==> src/rtl/divisor_restas_pkg.sv <==
// Shared definitions for the divisor_restas sequential divider.
// Holds the controller state encoding and the default operand width.
package divisor_restas_pkg;

  localparam int unsigned W_DEF = 4;

  // Controller states; encoding 2'b11 is unused and recovers to IDLE.
  typedef enum logic [1:0] {
    IDLE  = 2'b00,
    RESTA = 2'b01,
    FIN   = 2'b10
  } state_e;

endpackage

==> src/rtl/resta4.sv <==
// Purely combinational W-bit ripple-borrow subtractor.
// Ports:
//   a, b   : unsigned operands
//   r      : a - b modulo 2^W
//   borrow : 1 when a < b (borrow out of the top stage)
module resta4
  import divisor_restas_pkg::*;
#(
  parameter int unsigned W = W_DEF
) (
  input  logic [W-1:0] a,
  input  logic [W-1:0] b,
  output logic [W-1:0] r,
  output logic         borrow
);

  logic [W:0] bc;

  // Full-subtractor chain, LSB first.
  always_comb begin
    r     = '0;
    bc    = '0;
    for (int i = 0; i < int'(W); i++) begin
      r[i]    = a[i] ^ b[i] ^ bc[i];
      bc[i+1] = (~a[i] & b[i]) | (~(a[i] ^ b[i]) & bc[i]);
    end
    borrow = bc[W];
  end

endmodule

==> src/rtl/divisor_restas.sv <==
// Sequential unsigned divider by repeated subtraction through one shared
// ripple-borrow subtractor, with a start/ready/done handshake.
// Ports:
//   clk, rst_n          : clock (rising edge), async active-low reset
//   start               : launch a division, honoured only while ready
//   dividend, divisor   : operands, sampled with start
//   ready               : idle, start will be accepted
//   done                : one-cycle pulse, results valid
//   quotient, remainder : results, held until the next done
//   div_zero            : divisor was zero for the last completed division
module divisor_restas
  import divisor_restas_pkg::*;
#(
  parameter int unsigned W = W_DEF
) (
  input  logic         clk,
  input  logic         rst_n,
  input  logic         start,
  input  logic [W-1:0] dividend,
  input  logic [W-1:0] divisor,
  output logic         ready,
  output logic         done,
  output logic [W-1:0] quotient,
  output logic [W-1:0] remainder,
  output logic         div_zero
);

  state_e       state_q, state_n;
  logic [W-1:0] rem_q, rem_n;
  logic [W-1:0] div_q, div_n;
  logic [W-1:0] cnt_q, cnt_n;
  logic [W-1:0] quo_n, remo_n;
  logic         dz_n;
  logic [W-1:0] diff;
  logic         borrow;

  resta4 #(.W(W)) u_resta (
    .a      (rem_q),
    .b      (div_q),
    .r      (diff),
    .borrow (borrow)
  );

  // Next-state and next-register values.
  always_comb begin
    state_n = state_q;
    rem_n   = rem_q;
    div_n   = div_q;
    cnt_n   = cnt_q;
    quo_n   = quotient;
    remo_n  = remainder;
    dz_n    = div_zero;
    case (state_q)
      IDLE: begin
        if (start) begin
          rem_n = dividend;
          div_n = divisor;
          cnt_n = '0;
          if (divisor == '0) begin
            state_n = FIN;
            quo_n   = '1;
            remo_n  = dividend;
            dz_n    = 1'b1;
          end else begin
            state_n = RESTA;
          end
        end
      end
      RESTA: begin
        if (!borrow) begin
          rem_n = diff;
          cnt_n = cnt_q + W'(1);
        end else begin
          quo_n   = cnt_q;
          remo_n  = rem_q;
          dz_n    = 1'b0;
          state_n = FIN;
        end
      end
      FIN:     state_n = IDLE;
      default: state_n = IDLE;
    endcase
  end

  // State, datapath and output registers; ready/done track the next state
  // so they are registered copies of the state decode.
  always_ff @(posedge clk or negedge rst_n) begin
    if (!rst_n) begin
      state_q   <= IDLE;
      rem_q     <= '0;
      div_q     <= '0;
      cnt_q     <= '0;
      quotient  <= '0;
      remainder <= '0;
      div_zero  <= 1'b0;
      ready     <= 1'b1;
      done      <= 1'b0;
    end else begin
      state_q   <= state_n;
      rem_q     <= rem_n;
      div_q     <= div_n;
      cnt_q     <= cnt_n;
      quotient  <= quo_n;
      remainder <= remo_n;
      div_zero  <= dz_n;
      ready     <= (state_n == IDLE);
      done      <= (state_n == FIN);
    end
  end

endmodule

==> config.mk <==
export PLATFORM = sky130hd
export DESIGN_NAME = divisor_restas
export DESIGN_NICKNAME = d
export VERILOG_FILES = /design/src/rtl/divisor_restas_pkg.sv /design/src/rtl/resta4.sv /design/src/rtl/divisor_restas.sv
export SDC_FILE = /design/constraint.sdc
export NUM_CORES = 1
export LEC_CHECK = 0
export ABC_AREA = 0
export CAP_MARGIN = 25
export CORE_ASPECT_RATIO = 0.7
export CORE_UTILIZATION = 43
export CTS_CLUSTER_SIZE = 40
export DETAILED_ROUTE_END_ITERATION = 16
export PLACE_DENSITY = 0.69
export SYNTH_ARGS = -nofsm -noshare
export SYNTH_HDL_FRONTEND = slang
export SYNTH_HIERARCHICAL = 1
export SYNTH_SLANG_ARGS = --single-unit
==> constraint.sdc <==
create_clock -name clk -period 2.6 [get_ports clk]
set_input_delay 0.39 -clock clk [delete_from_list [all_inputs] [get_ports clk]]
set_output_delay 0.39 -clock clk [all_outputs]
set_load 0.05 [all_outputs]
==> impl_metrics.py, run 1 <==
metrics = {
    "power": {
        "pwr-share-clk_pct": 9.3,
        "p_switching_uw": 999,
        "peakVddDrop_uv": 441,
        "pwr-share-seq_pct": 29.7,
        "power_density_mw_per_mm2": 1440,
        "netSwitchingFraction_pct": 41.5,
        "combPwrFrac_pct": 61.0,
        "p_int_uw": 1410,
        "p_leak_uw": 0.000766,
    },
    "clocking": {
        "cts_inserted_buffers": 3,
        "cts_sinks": 25,
        "clockBufferDepth": 2,
        "cts-root-buf": "clkbuf_8",
        "cts_tree": "yes",
        "hold_buffers": 0,
        "clk_pin_slew_ps": 80,
        "ctsHtreeMaxLevel": 1,
        "insertion_delay_ps": 260,
    },
    "die": {
        "core-area_mm2": 0.00284,
        "io_pins": 22,
        "dieHeight_um": 48.1,
        "initial_utilization_pct": 46.0,
        "rows": 16,
        "die_w_um": 67.9,
        "die_area_mm2": 0.00327,
    },
    "sta": {
        "setup_viol": 0,
        "slew_headroom_pct": 66.7,
        "slew_violations": 0,
        "final.setup_skew_ps": 2.01,
        "hold_viol_final": 0,
        "min_period_ps": 2510,
        "worst_slew_pin_slew_ps": 498,
        "whs_ps": 477,
        "timing.final.crit_share_pct": 96.4,
        "timing.fmax_mhz": 399,
    },
    "cells_and_area": {
        "final_area_mm2": 0.00167,
        "final_cells": 171,
        "postLayoutCoreUtil_pct": 58.8,
        "num_antenna_cells": 0,
        "area_growth_pct": 27.8,
        "drive_gt1_share_pct": 31.9,
        "nets": 152,
        "fillCellCount": 234,
    },
    "hold_path": {
        "min_path_type": "primary input to asynchronous set/reset pin",
    },
    "run": {
        "drv_cap": 0,
    },
    "global_route": {
        "grt_max_degree": 26,
        "grt_use_total_pct": 16.2,
        "grt_antenna_before_repair": 0,
        "grt_pass1_wl_um": 3760,
        "grt_pass1_vias": 770,
        "gr-total-overflow": 0,
    },
    "yosys": {
        "synth_nets": 119,
        "postSynthCellCount": 103,
        "netlist_area_mm2": 0.00131,
        "avgSynthCellArea_um2": 12.7,
        "ys_ff_latch": 25,
        "synth-seq-area-share_pct": 47.9,
        "yosys_warnings": 6,
        "synthDistinctLibCells": 29,
    },
    "drt": {
        "wire_per_inst_um": 14.2,
        "ant_nets": 0,
        "drt-total-wl_um": 2430,
        "first_pass_iters": 4,
        "drtIter0Drc": 35,
        "post-route-drc-count": 0,
        "dr_total_vias": 847,
        "via_per_inst": 4.95,
    },
    "place": {
        "detailed_place_hpwl_um": 1820,
        "placedCellCount": 164,
        "gp_congestion": 0.767,
        "placed_cell_area_mm2": 0.00159,
        "port_buffers": 21,
    },
    "status": {
        "status": "finished clean",
    },
    "critical_path": {
        "r2r-start": "rem_q[0]",
        "critPathMaxFanout": 6,
        "cp.required_ps": 2760,
        "endpoint_kind": "flip-flop",
        "arrival_ps": 2660,
        "rr_worst_depth": 13,
        "r2r_end": "rem_q[1]",
        "start_kind": "flip-flop",
        "r2r_slack_ps": 90,
        "path_class": "flip-flop to flip-flop",
    },
}
[kinds of logic after synthesis]
logic type,synth area share (%)
flip-flops,47.9
multiplexers,22.0
AND/OR/NAND/NOR,10.3
AO/OA/AOI/OAI,7.66
buffers and inverters,4.88
adder cells (fa/ha/maj),6.51
XOR/XNOR,0.670
[critical path: stages, from the launching register on]
cell and delay (ps):
dfrtp_1 400, inv_1 70, ha_1 130, inv_1 40, fa_1 370, inv_1 90
fa_1 160, inv_1 50, fa_2 330, inv_2 120, nand2b_4 140, a21oi_2 60
buf_4 160, mux2_4 290
[synthesized netlist by cell type, drive strengths merged]
library cell	instances	area, µm²
nand3	1	5.00
or4	1	7.51
nor3b	1	12.5
buf	2	18.8
o21ai	1	5.00
a22o	2	26.3
ha	2	25.0
mux2i	1	10.0
o21bai	1	7.51
dfstp	1	26.3
nor4	1	21.3
nor2b	1	8.76
clkbuf	1	3.75
o31ai	1	7.51
mux2	21	278
nor4bb	1	10.0
fa	3	60.1
nand2b	4	25.0
inv	11	41.3
dfrtp	24	601
nand2	4	15.0
nor2	6	22.5
nand3b	1	7.51
xnor2	1	8.76
a21oi	10	53.8
[sequential cells by signal, indices dropped and copies added, names as in the netlist]
register / flops
state_q: 2
remainder: 4
done: 1
ready: 1
div_zero: 1
rem_q: 4
div_q: 4
quotient: 4
cnt_q: 4
[layer usage]
| metal | share of wire (%) | routed length [µm] | GRT usage [%] | vias to the layer above |
|---|---|---|---|---|
| met1 | 51 | 1240 | 24.2 | 419 |
| li1 | - | - | - | 413 |
| met3 | 3.5 | 84 | 4.91 | 0 |
| met2 | 45 | 1100 | 24.0 | 15 |
| met5 | 0 | 0 | 0 | - |
| met4 | 0 | 0 | 1.25 | 0 |
[metrics by stage]
| step | worst slack (ps) | power, µW | setup TNS, ps |
|---|---|---|---|
| 2_1_floorplan | 128 | 1720 | 0 |
| 3_3_place_gp | 117 | 2060 | 0 |
| 3_5_place_dp | 7.45 | 2110 | 0 |
| 4_1_cts | 58.0 | 2340 | 0 |
| 5_1_grt | -37.5 | 2590 | -101 |
| 6_report | 94.4 | 2410 | 0 |
[what timing repair did]
action | 4_1_cts | 5_1_grt
gates resized for setup | 1 | 2
setup endpoints to repair | 1 | 6
endpoints found under the hold margin | 0 | 0
cloned | 0 | 0
buffers inserted | 0 | 3
[cell type report]
class | count | area (µm²) | share of cell area (%)
multi-input cells | 64 | 627 | 37.5
repair buffers | 31 | 285 | 17.1
clock buffers | 4 | 45.0 | 2.70
well taps | 36 | 45.0 | 2.70
flip-flops and latches | 25 | 627 | 37.5
inverters | 11 | 41.3 | 2.47
[power by group through the flow]
stage                     registers [µW]  logic (µW)  clock network (µW)
final                                715        1470                 225
after CTS                            713        1400                 236
after global placement               705        1350                   0
after floorplan                      978         741                   0
after detailed placement             717        1390                   0
after global routing                 740        1600                 256
[how the worst max path moves through the flow]
stage / cells past startpoint / to / start
floorplan: 13 / cnt_q[0] / rem_q[0]
global placement: 13 / rem_q[1] / rem_q[0]
detailed placement: 13 / rem_q[1] / rem_q[0]
CTS: 13 / rem_q[1] / rem_q[0]
global route: 13 / rem_q[1] / rem_q[0]
finish: 13 / rem_q[1] / rem_q[0]
[placed cells by master, fill, tap and decap left out, drive strengths merged]
| cell | synthesis | layout |
|---|---|---|
| o31ai | 1 | 1 |
| nand2 | 4 | 4 |
| a22o | 2 | 2 |
| mux2 | 21 | 21 |
| fa | 3 | 3 |
| clkbuf | 1 | 4 |
| buf | 2 | 10 |
| nor4bb | 1 | 1 |
| o21bai | 1 | 1 |
| nor3b | 1 | 1 |
| xnor2 | 1 | 1 |
| inv | 11 | 11 |
| dfstp | 1 | 1 |
| nand2b | 4 | 4 |
| dfrtp | 24 | 24 |
| or4 | 1 | 1 |
| nor2 | 6 | 6 |
| o21ai | 1 | 1 |
| nor4 | 1 | 1 |
| ha | 2 | 2 |
| nand3 | 1 | 1 |
| clkdlybuf4s50 | 0 | 21 |
| nand3b | 1 | 1 |
| nor2b | 1 | 1 |
| mux2i | 1 | 1 |
| a21oi | 10 | 10 |
Power figures use the tool's default switching activity.
==> run 2, diff against run 1 <==
CTS_CLUSTER_SIZE = 8   (was 40)
==> results of run 2 <==
No change in the layout: final DEF, timing and power equal those of run 1.
